<file path="src/rtl/uart_loader_pkg.sv">
// Shared types for the UART boot loader: parser state encoding and the default sync marker.
package uart_loader_pkg;

  typedef enum logic [2:0] {
    IDLE  = 3'd0,
    ADDR  = 3'd1,
    LEN   = 3'd2,
    DATA  = 3'd3,
    WRITE = 3'd4,
    CSUM  = 3'd5
  } state_e;

  localparam logic [7:0] SYNC_BYTE_DEFAULT = 8'hA5;

endpackage

</file>
<file path="src/rtl/uart_loader.sv">
// Serial boot loader: parses SYNC/ADDR/LEN/DATA/CSUM packets from the RX queue and
// writes 32-bit words to memory while holding the core in reset.
module uart_loader
  import uart_loader_pkg::*;
#(
  parameter logic [7:0]  SYNC_BYTE      = SYNC_BYTE_DEFAULT,
  parameter int unsigned TIMEOUT_CYCLES = 1_000_000
) (
  input  logic        clk_i,
  input  logic        rst_i,
  input  logic [7:0]  rx_data_i,
  input  logic        rx_empty_i,
  output logic        rx_re_o,
  output logic        mem_valid_o,
  input  logic        mem_ready_i,
  output logic [31:0] mem_addr_o,
  output logic [31:0] mem_wdata_o,
  output logic        busy_o,
  output logic        cpu_rst_o,
  output logic        done_o,
  output logic        error_o
);

  localparam int TW = $clog2(TIMEOUT_CYCLES + 1);

  // Handshakes: rx_re_o pops the head byte in the same cycle it is sampled; a memory
  // write completes on any clock edge where mem_valid_o && mem_ready_i, and
  // mem_valid_o/mem_addr_o/mem_wdata_o stay stable until then.

  state_e      state_q, state_n;
  logic [31:0] addr_q;
  logic [31:0] word_q;
  logic [15:0] remain_q;
  logic [1:0]  idx_q;
  logic [7:0]  sum_q;
  logic [TW-1:0] tmo_q;
  logic        cpu_rst_q, done_q, error_q;

  logic        take, timed, timeout, done_n, error_n;
  logic [7:0]  csum_total;

  always_comb begin
    take       = !rst_i && (state_q != WRITE) && !rx_empty_i;
    timed      = (state_q == ADDR) || (state_q == LEN) || (state_q == DATA) || (state_q == CSUM);
    timeout    = timed && rx_empty_i && (tmo_q == TW'(TIMEOUT_CYCLES - 1));
    csum_total = sum_q + rx_data_i;
    state_n    = state_q;
    done_n     = 1'b0;
    error_n    = 1'b0;
    case (state_q)
      IDLE:  if (take && rx_data_i == SYNC_BYTE) state_n = ADDR;
      ADDR:  if (take && idx_q == 2'd3) state_n = LEN;
      LEN:   if (take && idx_q[0])
               state_n = ({rx_data_i, remain_q[15:8]} == 16'd0) ? CSUM : DATA;
      DATA:  if (take && idx_q == 2'd3) state_n = WRITE;
      WRITE: if (mem_ready_i) state_n = (remain_q == 16'd1) ? CSUM : DATA;
      CSUM:  if (take) begin
               state_n = IDLE;
               done_n  = (csum_total == 8'h00);
               error_n = (csum_total != 8'h00);
             end
      default: state_n = IDLE;
    endcase
    if (timeout) begin
      state_n = IDLE;
      error_n = 1'b1;
    end
  end

  always_ff @(posedge clk_i) begin
    if (rst_i) begin
      state_q   <= IDLE;
      addr_q    <= '0;
      word_q    <= '0;
      remain_q  <= '0;
      idx_q     <= '0;
      sum_q     <= '0;
      tmo_q     <= '0;
      cpu_rst_q <= 1'b0;
      done_q    <= 1'b0;
      error_q   <= 1'b0;
    end else begin
      state_q   <= state_n;
      cpu_rst_q <= (state_n != IDLE);
      done_q    <= done_n;
      error_q   <= error_n;
      // Counts only consecutive empty cycles inside a packet; any pop clears it.
      if (timed && rx_empty_i && !timeout) tmo_q <= tmo_q + 1'b1;
      else                                 tmo_q <= '0;
      if (take) begin
        idx_q <= (state_n == state_q) ? idx_q + 2'd1 : 2'd0;
        sum_q <= (state_q == IDLE) ? 8'h00 : csum_total;
        case (state_q)
          ADDR:    addr_q   <= {rx_data_i, addr_q[31:8]};
          LEN:     remain_q <= {rx_data_i, remain_q[15:8]};
          DATA:    word_q   <= {rx_data_i, word_q[31:8]};
          default: ;
        endcase
      end
      if (state_q == IDLE) begin
        sum_q <= 8'h00;
        idx_q <= 2'd0;
      end
      if (state_q == WRITE && mem_ready_i) begin
        addr_q   <= addr_q + 32'd4;
        remain_q <= remain_q - 16'd1;
      end
    end
  end

  assign rx_re_o     = take;
  assign mem_valid_o = (state_q == WRITE);
  assign mem_addr_o  = {addr_q[31:2], 2'b00};
  assign mem_wdata_o = word_q;
  assign busy_o      = (state_q != IDLE);
  assign cpu_rst_o   = cpu_rst_q;
  assign done_o      = done_q;
  assign error_o     = error_q;

endmodule

</file>
<file path="config.mk">
export PLATFORM = sky130hd
export DESIGN_NAME = uart_loader
export DESIGN_NICKNAME = d
export VERILOG_FILES = /design/src/rtl/uart_loader_pkg.sv /design/src/rtl/uart_loader.sv
export SDC_FILE = /design/constraint.sdc
export NUM_CORES = 1
export LEC_CHECK = 0
export CORE_ASPECT_RATIO = 1.1
export CORE_UTILIZATION = 55
export DETAILED_ROUTE_END_ITERATION = 6
export DONT_BUFFER_PORTS = 1
export PLACE_DENSITY = 0.7
export SYNTH_ARGS = -nofsm -noshare
export SYNTH_HDL_FRONTEND = slang
export SYNTH_SLANG_ARGS = --single-unit
export TNS_END_PERCENT = 20
</file>
<file path="constraint.sdc">
create_clock -name clk_i -period 5.5 [get_ports clk_i]
set_input_delay 0.275 -clock clk_i [delete_from_list [all_inputs] [get_ports clk_i]]
set_output_delay 0.275 -clock clk_i [all_outputs]
set_load 0.01 [all_outputs]
</file>
==> run_results.csv, run 1 <==
group,metric,value,unit
setup_path,cp_slowest_cell,"or4_4",
grt,grt_usage,0.277,
grt,antenna_found_initial,0,
clocking,path_clk_slew,0.06,ns
clocking,cts_sinks,114,
logic_synthesis,synth_cell_types,69,
route,ant_nets,0,
cells_and_area,fin_util,0.639,
logic_synthesis,seq_area_frac_synth,0.400,
die,io_pins,82,
logic_synthesis,yosys.area.top_type,"dfxtp_1",
timing,setup_violations,0,
cells_and_area,fin_nets,725,
cells_and_area,area_delta_synth_final,12.0,%
clocking,cts_made_buffers,17,
die,dieArea,10800,um2
pwr,powerDensity,296,nW/um2
route,routed_wl,14.7,mm
setup_path,cp.arrival,3.15,ns
pwr,power,1.89,mW
logic_synthesis,yosys_register_bits,114,
placed_design,hpwl,9.32,mm
timing,max_slew_margin,0.301,
grt,grt_pass1_wl,23.4,mm
run_status,status,"finished clean",
logic_synthesis,ys_warn_count,0,
logic_synthesis,synthCells,707,
setup_path,endpoint_kind,"register",
timing,fin_skew,0.0112,ns
route,drt_iter0_markers,348,
cells_and_area,final_cell_mix,"dfxtp_1 (114), nand2_1 (113), nor2_1 (86)",
timing,rsz0062_at_grt,"no",
die,core_region_area,9980,um2
placed_design,portBuffers,0,
timing,hold_viol,0,
clocking,cts_setup_buffers,0,
grt,grt_pass1_vias,4583,
route,num_vias,5249,
timing,worst_pin_slew,1.05,ns
clocking,ctsLongestPathBuffers,2,
timing,hold_ws,0.0230,ns
timing,min_period,2.71,ns
die,die_h,109,um
placed_design,place_area,5700,um2
timing,fmax,0.369,GHz
logic_synthesis,synthTopCellsByArea,"dfxtp_1 (40%), nand2_1 (7.4%), nor2_1 (5.7%)",
placed_design,gp_congestion,0.946,
timing,slew_viol_final,0,
logic_synthesis,netlist.area_leader.share,0.400,
logic_synthesis,async_reset_ff_frac,0,
clocking,cts_max_level,4,
die,initial_utilization,0.571,
setup_path,path_max_fanout,31,
route,drc_errors,0,
cells_and_area,mostFrequentLayoutCell,"dfxtp_1",
setup_path,crit_type,"register to register",
logic_synthesis,synth.avg_cell_area,8.06,um2
setup_path,cpPeakStageDelay,0.73,ns
route,wire_per_inst,17.7,um
clocking,clk_latency,0.52,ns
clocking,cts_resized,0,
pwr,ir_worst_vdd,184,uV
route,dr.pass1.iters,6,
setup_path,crit_family,"simple AND/OR/NAND/NOR gates",
die,die_w,99.1,um
setup_path,crit_buf_inv,0,
grt,grt_max_degree,82,
logic_synthesis,synthFlopType,"dfxtp_1",
timing,fin_tns_setup,0,ns
setup_path,cp_cell_sequence,"nand4bb_4 -> or4_4 -> nor3_4 -> nand4_1 -> mux2_4 -> nor3_2",
min_path,hp-class,"primary input to register",
pwr,power.leakage,2.40,nW
clocking,root_buffer,"clkbuf_8",
timing,period_share,0.492,
die,rows,38,
flow_run,drv_cap,0,
cells_and_area,final_area,6380,um2
route,viasPerCell,6.30,
logic_synthesis,netlist_area,5700,um2
cells_and_area,layout-drive-gt1-share,0.0673,
logic_synthesis,synth-edff-count,0,
grt,grt-ovfl-total,0,
setup_path,cp-start-kind,"register",
cells_and_area,antennaDiodeCount,0,
clocking,cts_tree,"built",
setup_path,crit_required,5.95,ns
==> where the power goes <==
group / switching (mW) / total [mW] / internal (mW) / leakage [nW]
Clock: 0.372 / 1.02 / 0.650 / 0.267
Sequential: 0.000127 / 0.827 / 0.826 / 0.918
Combinational: 0.0251 / 0.0427 / 0.0176 / 1.22
==> cell families after synthesis <==
| kind of cell | after synthesis | share of synthesized area |
|---|---|---|
| multiplexers | 7 | 0.0136 |
| flip-flops | 114 | 0.400 |
| adder cells (fa/ha/maj) | 13 | 0.0299 |
| other | 1 | 0.000658 |
| AND/OR/NAND/NOR | 358 | 0.321 |
| AO/OA/AOI/OAI | 136 | 0.157 |
| XOR/XNOR | 27 | 0.0415 |
| buffers and inverters | 51 | 0.0369 |
==> registers in the layout, indices dropped and copies added (netlist names) <==
signal       cells
addr_q          30
cpu_rst_o        1
done_o           1
error_o          1
idx_q            2
mem_wdata_o     32
remain_q        16
state_q          3
sum_q            8
tmo_q           20
==> final cells by class <==
class / instances / area (um2)
fill: 883 / 3600
multi-input combinational: 543 / 3210
sequential: 114 / 2280
clock buffer: 21 / 439
timing repair buffer: 14 / 150
tap: 120 / 150
clock inverter: 11 / 113
inverter: 10 / 37.5
==> layer usage <==
metal | vias to the layer above | GRT usage | routed length (um)
met1 | 2486 | 0.357 | 6410
li1 | 2527 | - | -
met2 | 198 | 0.429 | 6840
met4 | 0 | 0.123 | 371
met3 | 38 | 0.0872 | 1100
met5 | - | 0 | 0
==> stage by stage <==
step / std cells / setup WS [ns]
5_1_grt: 833 / 2.63
6_report: 833 / 2.79
3_3_place_gp: 790 / 2.90
2_1_floorplan: 708 / 3.36
4_1_cts: 833 / 2.83
3_5_place_dp: 790 / 2.85
==> Yosys cell counts (all sizes together), types with 4 or more instances <==
library cell	n
a211oi	7
a21oi	42
a221oi	5
a311oi	7
a31oi	8
and2	6
and3	14
and4	6
buf	7
clkbuf	34
dfxtp	114
ha	12
inv	10
mux2i	4
nand2	113
nand3	23
nand3b	33
nand4	15
nor2	86
nor2b	5
nor3	20
nor4	15
o211ai	4
o21ai	24
o22ai	4
or2	4
or3	6
xnor2	15
xor2	12
==> worst paths after layout <==
check | from | to | slack (ns) | cells past startpoint
worst max-delay path | state_q[0]$_SDFF_PP0_ | addr_q[28]$_SDFFE_PP0P_ | 2.79 | 6
worst max register to register | state_q[0]$_SDFF_PP0_ | addr_q[28]$_SDFFE_PP0P_ | 2.79 | 6
worst min register to register | tmo_q[0]$_SDFF_PP0_ | tmo_q[0]$_SDFF_PP0_ | 0.43 | 1
worst min-delay path | rst_i | sum_q[4]$_SDFFE_PP0P_ | 0.02 | 2
==> repair_timing <==
action / in CTS / in global routing
endpoints found under the hold margin: 85 / 0
hold buffers: 11 / 0
setup endpoints to repair: 0 / 0
Power figures use the tool's default switching activity.
==> run 2: changes to the inputs <==
==> constraint.sdc (replaced) <==
create_clock -name clk_i -period 2.85 [get_ports clk_i]
set_input_delay 0.1425 -clock clk_i [delete_from_list [all_inputs] [get_ports clk_i]]
set_output_delay 0.1425 -clock clk_i [all_outputs]
set_load 0.01 [all_outputs]
==> run 2 against run 1 <==
Net effect: sequential share of layout area is 0.58 points lower; cell count is 1.2% higher; critical path depth stayed put; sequential power is 93% higher; critical endpoint is now remain_q[14]$_SDFFE_PP0P_; highest routed layer unchanged.
==> run_results.csv, run 2 (synthesis results as in run 1) <==
group,metric,value,unit
placed_design,hpwl,9.42,mm
route,routed_wl,14.8,mm
route,wire_per_inst,17.6,um
route,viasPerCell,6.24,
grt,grt_usage,0.288,
cells_and_area,area_delta_synth_final,13.8,%
die,initial_utilization,0.571,
clocking,cts_tree,"built",
timing,max_slew_margin,0.541,
route,num_vias,5261,
min_path,min_to,"sum_q[6]$_SDFFE_PP0P_",
clocking,cts_sinks,114,
grt,grt_max_degree,85,
route,drt_iter0_markers,425,
run_status,status,"finished clean",
cells_and_area,fillers,852,
flow_run,drv_cap,0,
timing,period_share,0.908,
die,rows,38,
timing,fin_skew,0.0107,ns
cells_and_area,largest_register_ffs,32,
timing,fin_ws,0.261,ns
timing,hold_viol,0,
setup_path,crit_type,"register to register",
timing,min_period,2.59,ns
grt,antenna_found_initial,1,
clocking,cts_made_buffers,17,
placed_design,place_area,5750,um2
cells_and_area,final_area,6490,um2
timing,setup_violations,0,
min_path,hp-class,"primary input to register",
min_path,hold_depth,4,
pwr,power.leakage,2.47,nW
setup_path,rrSetupSlack,0.26,ns
placed_design,dp_slack,0.502,ns
setup_path,crit_required,3.27,ns
placed_design,portBuffers,0,
min_path,hp-start,"rx_data_i[6]",
die,io_pins,82,
die,die_h,109,um
setup_path,path_max_fanout,6,
cells_and_area,regArea,2280,um2
cells_and_area,mostFrequentLayoutCell,"dfxtp_1",
die,die_w,99.1,um
pwr,powerDensity,576,nW/um2
grt,grt_pass1_wl,24.4,mm
setup_path,endpoint_kind,"register",
timing,slew_viol_final,0,
timing,fmax,0.386,GHz
setup_path,r2r_end,"remain_q[14]$_SDFFE_PP0P_",
timing,fin_tns_setup,0,ns
route,ant_nets,0,
clocking,clk_latency,0.53,ns
grt,grt_pass1_vias,4857,
die,core_region_area,9980,um2
clocking,ctsLongestPathBuffers,2,
clocking,root_buffer,"clkbuf_8",
cells_and_area,final_cell_mix,"dfxtp_1 (114), nand2_1 (113), nor2_1 (86)",
setup_path,worstRegToRegCells,6,
route,drc_errors,0,
die,dieArea,10800,um2
clocking,cts_max_level,4,
cells_and_area,layout-drive-gt1-share,0.0763,
cells_and_area,multiInputGateArea,3210,um2
setup_path,cp.arrival,3.01,ns
pwr,ir_worst_vdd,409,uV
grt,grt-ovfl-total,0,
setup_path,cp-start-kind,"register",
timing,worst_pin_slew,0.683,ns
clocking,path_clk_slew,0.06,ns
route,dr.pass1.iters,5,
timing,rsz0062_at_grt,"no",
placed_design,gp_congestion,0.934,
cells_and_area,fin_nets,734,
setup_path,r2r_start,"remain_q[3]$_SDFFE_PP0P_",
-- run 2: worst max path at each step --
stage | startpoint | end | slack, ns | cells after the start
global placement | addr_q[2]$_SDFFE_PP0P_ | addr_q[28]$_SDFFE_PP0P_ | 0.60 | 7
detailed placement | state_q[2]$_SDFF_PP0_ | remain_q[13]$_SDFFE_PP0P_ | 0.50 | 6
floorplan | addr_q[9]$_SDFFE_PP0P_ | addr_q[28]$_SDFFE_PP0P_ | 0.71 | 6
finish | remain_q[3]$_SDFFE_PP0P_ | remain_q[14]$_SDFFE_PP0P_ | 0.26 | 6
CTS | remain_q[3]$_SDFFE_PP0P_ | remain_q[14]$_SDFFE_PP0P_ | 0.37 | 6
global route | remain_q[3]$_SDFFE_PP0P_ | remain_q[14]$_SDFFE_PP0P_ | 0.09 | 6
-- run 2: worst max-delay path, stage by stage (launching register included) --
cell and delay, ns:
dfxtp_1 0.35, nor4_1 0.49, and2_1 0.35, nand4_1 0.26, o311ai_0 0.38, a21oi_1 0.10, dlygate4sd3_1 0.56
-- run 2: where the power goes --
group	switching [mW]	internal, mW	leakage (nW)	total (mW)
combinational	0.0507	0.0347	1.27	0.0854
sequential	0.000246	1.59	0.918	1.60
clock	0.728	1.33	0.283	2.05
total	0.778	2.96	2.47	3.73
-- run 2: metrics by stage --
| stage | total power [mW] | util | hold slack [ns] | cells |
|---|---|---|---|---|
| after floorplan | 1.68 | - | 0.241 | 708 |
| after global placement | 1.67 | 0.576 | 0.226 | 796 |
| after detailed placement | 1.67 | 0.576 | 0.228 | 796 |
| after CTS | 3.76 | 0.649 | 0.00999 | 841 |
| after global routing | 3.85 | 0.649 | 0.0401 | 841 |
| final | 3.73 | 0.650 | 0.0339 | 843 |
-- run 2: area by class of cell --
class	count	share of cell area
inverters	10	0.00579
clock buffers	22	0.0729
repair buffers	23	0.0347
flip-flops and latches	114	0.352
clock inverters	9	0.0160
multi-input cells	543	0.495
diodes	2	0.000771
well taps	120	0.0231
-- run 2: per-layer routing --
metal  global-route usage  vias to the layer above  share of wire
met5                    0                        -              0
met4                0.129                        0          0.020
met3               0.0942                       37          0.085
met2                0.448                      239           0.46
met1                0.366                     2444           0.44
li1                     -                     2541              -
-- run 2: timing repair --
item,CTS,global route
gates resized for setup,0,0
hold buffers,14,0
hold endpoints to repair,94,0
setup buffers,0,0
==> run 3: changes to the inputs <==
--- a/config.mk
+++ b/config.mk
@@ -5,6 +5,7 @@
 export SDC_FILE = /design/constraint.sdc
 export NUM_CORES = 1
 export LEC_CHECK = 0
+export ABC_AREA = 1
 export CORE_ASPECT_RATIO = 1.1
 export CORE_UTILIZATION = 55
 export DETAILED_ROUTE_END_ITERATION = 6
==> run 3 against run 2 <==
Net effect: maximum frequency increased by 13%; non-clock buffer count is 4 lower; clock power about the same; area after synthesis up 8.5%; worst setup slack improved by 0.29 ns; critical path depth rose by 5; design area up 7.3%; utilization shrank 1.2 points; critical path type unchanged.
==> run_results.csv, run 3 <==
group,metric,value,unit
cells_and_area,antennaDiodeCount,0,
die,die_h,113,um
placed_design,gp_congestion,0.949,
setup_path,r2r_start,"state_q[1]$_SDFF_PP0_",
route,num_vias,6028,
route,viasPerCell,5.53,
die,die_w,103,um
setup_path,crit_type,"register to register",
grt,antenna_found_initial,0,
logic_synthesis,synthFlopType,"dfxtp_1",
clocking,path_clk_slew,0.06,ns
timing,fin_tns_setup,0,ns
cells_and_area,layout-drive-gt1-share,0.0785,
cells_and_area,area_delta_synth_final,12.5,%
logic_synthesis,async_reset_ff_frac,0,
cells_and_area,fillers,1020,
cells_and_area,largest_register_ffs,32,
placed_design,portBuffers,0,
route,ant_nets,0,
clocking,cts_made_buffers,17,
timing,slew_viol_final,0,
logic_synthesis,ys_warn_count,0,
timing,rsz0062_at_grt,"no",
grt,grt_usage,0.291,
setup_path,cp_slowest_cell,"inv_1",
logic_synthesis,synth-edff-count,0,
setup_path,path_max_fanout,14,
timing,max_slew_margin,0.506,
logic_synthesis,synth.avg_cell_area,6.66,um2
clocking,cts_sinks,114,
pwr,powerDensity,532,nW/um2
route,wire_per_inst,14.8,um
logic_synthesis,netlist_area,6180,um2
pwr,ir_worst_vdd,327,uV
grt,grt_pass1_wl,26.6,mm
timing,setup_violations,0,
logic_synthesis,netlist.area_leader.share,0.369,
pwr,power,3.71,mW
setup_path,crit_required,3.18,ns
timing,worst_pin_slew,0.739,ns
route,drc_errors,0,
clocking,cts_resized,0,
clocking,cts_tree,"built",
cells_and_area,final_cell_mix,"nand2_1 (268), dfxtp_1 (114), inv_1 (93)",
logic_synthesis,synth_cell_types,41,
timing,fmax,0.435,GHz
setup_path,worstRegToRegCells,11,
die,dieArea,11700,um2
timing,fin_skew,0.00707,ns
min_path,hp-class,"primary input to register",
logic_synthesis,seq_area_frac_synth,0.369,
min_path,hold_depth,4,
min_path,min_to,"remain_q[13]$_SDFFE_PP0P_",
cells_and_area,fin_nets,955,
logic_synthesis,synthCells,928,
grt,grt_pass1_vias,5658,
run_status,status,"finished clean",
logic_synthesis,yosys.area.top_type,"dfxtp_1",
route,dr.pass1.iters,6,
setup_path,endpoint_kind,"register",
die,rows,40,
die,initial_utilization,0.567,
timing,period_share,0.806,
die,core_region_area,10900,um2
route,routed_wl,16.1,mm
setup_path,cpMostUsedCell,"inv_1",
timing,min_period,2.30,ns
clocking,clk_latency,0.41,ns
setup_path,r2r_end,"addr_q[17]$_SDFFE_PP0P_",
min_path,hp-start,"rx_data_i[5]",
cells_and_area,mostFrequentLayoutCell,"nand2_1",
setup_path,rrSetupSlack,0.55,ns
pwr,power.leakage,2.73,nW
die,io_pins,82,
logic_synthesis,synthTopCellsByArea,"dfxtp_1 (37%), nand2_1 (16%), inv_1 (5.6%)",
grt,grt-ovfl-total,0,
flow_run,drv_cap,0,
setup_path,cpPeakStageDelay,0.39,ns
route,drt_iter0_markers,463,
clocking,root_buffer,"clkbuf_16",
clocking,cts_max_level,4,
clocking,ctsLongestPathBuffers,2,
logic_synthesis,yosys_register_bits,114,
setup_path,cp_cell_sequence,"nor2_1 -> nand2_2 -> nand3_2 -> nor2_2 -> inv_1 -> nand2_2 -> inv_1 -> nand2_1 -> nand2_1 -> inv_1 -> a21oi_1",
timing,hold_viol,0,
placed_design,hpwl,11.2,mm
grt,grt_max_degree,50,
clocking,cts_setup_buffers,0,
setup_path,cp.arrival,2.63,ns
logic_synthesis,yosysMostFrequentCell,"nand2_1",
setup_path,cp-start-kind,"register",
logic_synthesis,synthTopCellsByCount,"nand2_1 (268), dfxtp_1 (114), inv_1 (93)",
## run 3: changes by cell type in the layout (fill, tap and decap cells not counted), moves of 24 or more
cell	previous run	this run
nand2_1	113	268
nand3_1	23	50
a31oi_1	8	32
inv_1	10	93
nand3b_1	33	2
o21ai_0	22	60
## run 3: metal layers
layer  vias to the layer above  wire length (um)  GRT usage
met1                      2759              7130      0.382
met5                         -                 0          0
met2                       207              7380      0.457
li1                       3031                 -          -
met4                         0               358      0.111
met3                        31              1260     0.0747
## run 3: per-stage QoR
stage,hold WS [ns],setup slack [ns],area [um2],instances,utilization
detailed placement,0.221,0.648,6290,1049,0.576
global placement,0.217,0.713,6290,1049,0.576
finish,0.0187,0.553,6960,1090,0.638
global route,0.0339,0.324,6960,1090,0.638
floorplan,0.255,1.06,6190,929,-
CTS,0.00291,0.590,6960,1090,0.638
## run 3: what timing repair did
item                                    4_1_cts  5_1_grt
hold buffers                                  9        0
endpoints found under the setup margin        0        0
hold endpoints to repair                     55        0
## run 3: report_power, final
group / total (mW) / internal, mW / leakage (nW) / switching (mW)
clock: 2.03 / 1.23 / 0.266 / 0.801
sequential: 1.59 / 1.59 / 0.918 / 0.000127
combinational: 0.0807 / 0.0267 / 1.55 / 0.0540
total: 3.71 / 2.85 / 2.73 / 0.855
## run 3: cells by family (layout without fill, tap and decap cells)
group,count (synthesis),after routing,synth area share
AO/OA/AOI/OAI,157,157,0.140
XOR/XNOR,28,28,0.0397
adder cells (fa/ha/maj),13,13,0.0275
buffers and inverters,134,148,0.0866
flip-flops,114,114,0.369
other,1,2,0.000606
AND/OR/NAND/NOR,481,481,0.336
## run 3: layout make-up
type	count	area, um2	share of cell area
Multi-Input combinational cell	681	3370	0.485
Inverter	97	364	0.0523
Clock inverter	14	130	0.0187
Clock buffer	18	439	0.0631
Timing Repair Buffer	19	188	0.0270
Sequential cell	114	2280	0.328
Tap cell	147	184	0.0264
## run 3: worst max-delay path by stage
stage | from | endpoint | slack, ns | cells past startpoint
floorplan | sum_q[0]$_SDFFE_PP0P_ | error_o$_SDFF_PP0_ | 1.06 | 12
global placement | state_q[1]$_SDFF_PP0_ | addr_q[17]$_SDFFE_PP0P_ | 0.71 | 11
detailed placement | state_q[1]$_SDFF_PP0_ | addr_q[17]$_SDFFE_PP0P_ | 0.65 | 11
CTS | state_q[1]$_SDFF_PP0_ | addr_q[17]$_SDFFE_PP0P_ | 0.59 | 11
global route | state_q[1]$_SDFF_PP0_ | addr_q[17]$_SDFFE_PP0P_ | 0.32 | 11
finish | state_q[1]$_SDFF_PP0_ | addr_q[17]$_SDFFE_PP0P_ | 0.55 | 11
## run 3: critical path, delay by kind of cell, from the launching register on
kind | cells | cell delay (ns)
DFF | 1 | 0.36
and+or+nand+nor | 7 | 0.99
buffers and inverters | 3 | 0.73
AOI/OAI and AO/OA | 1 | 0.14
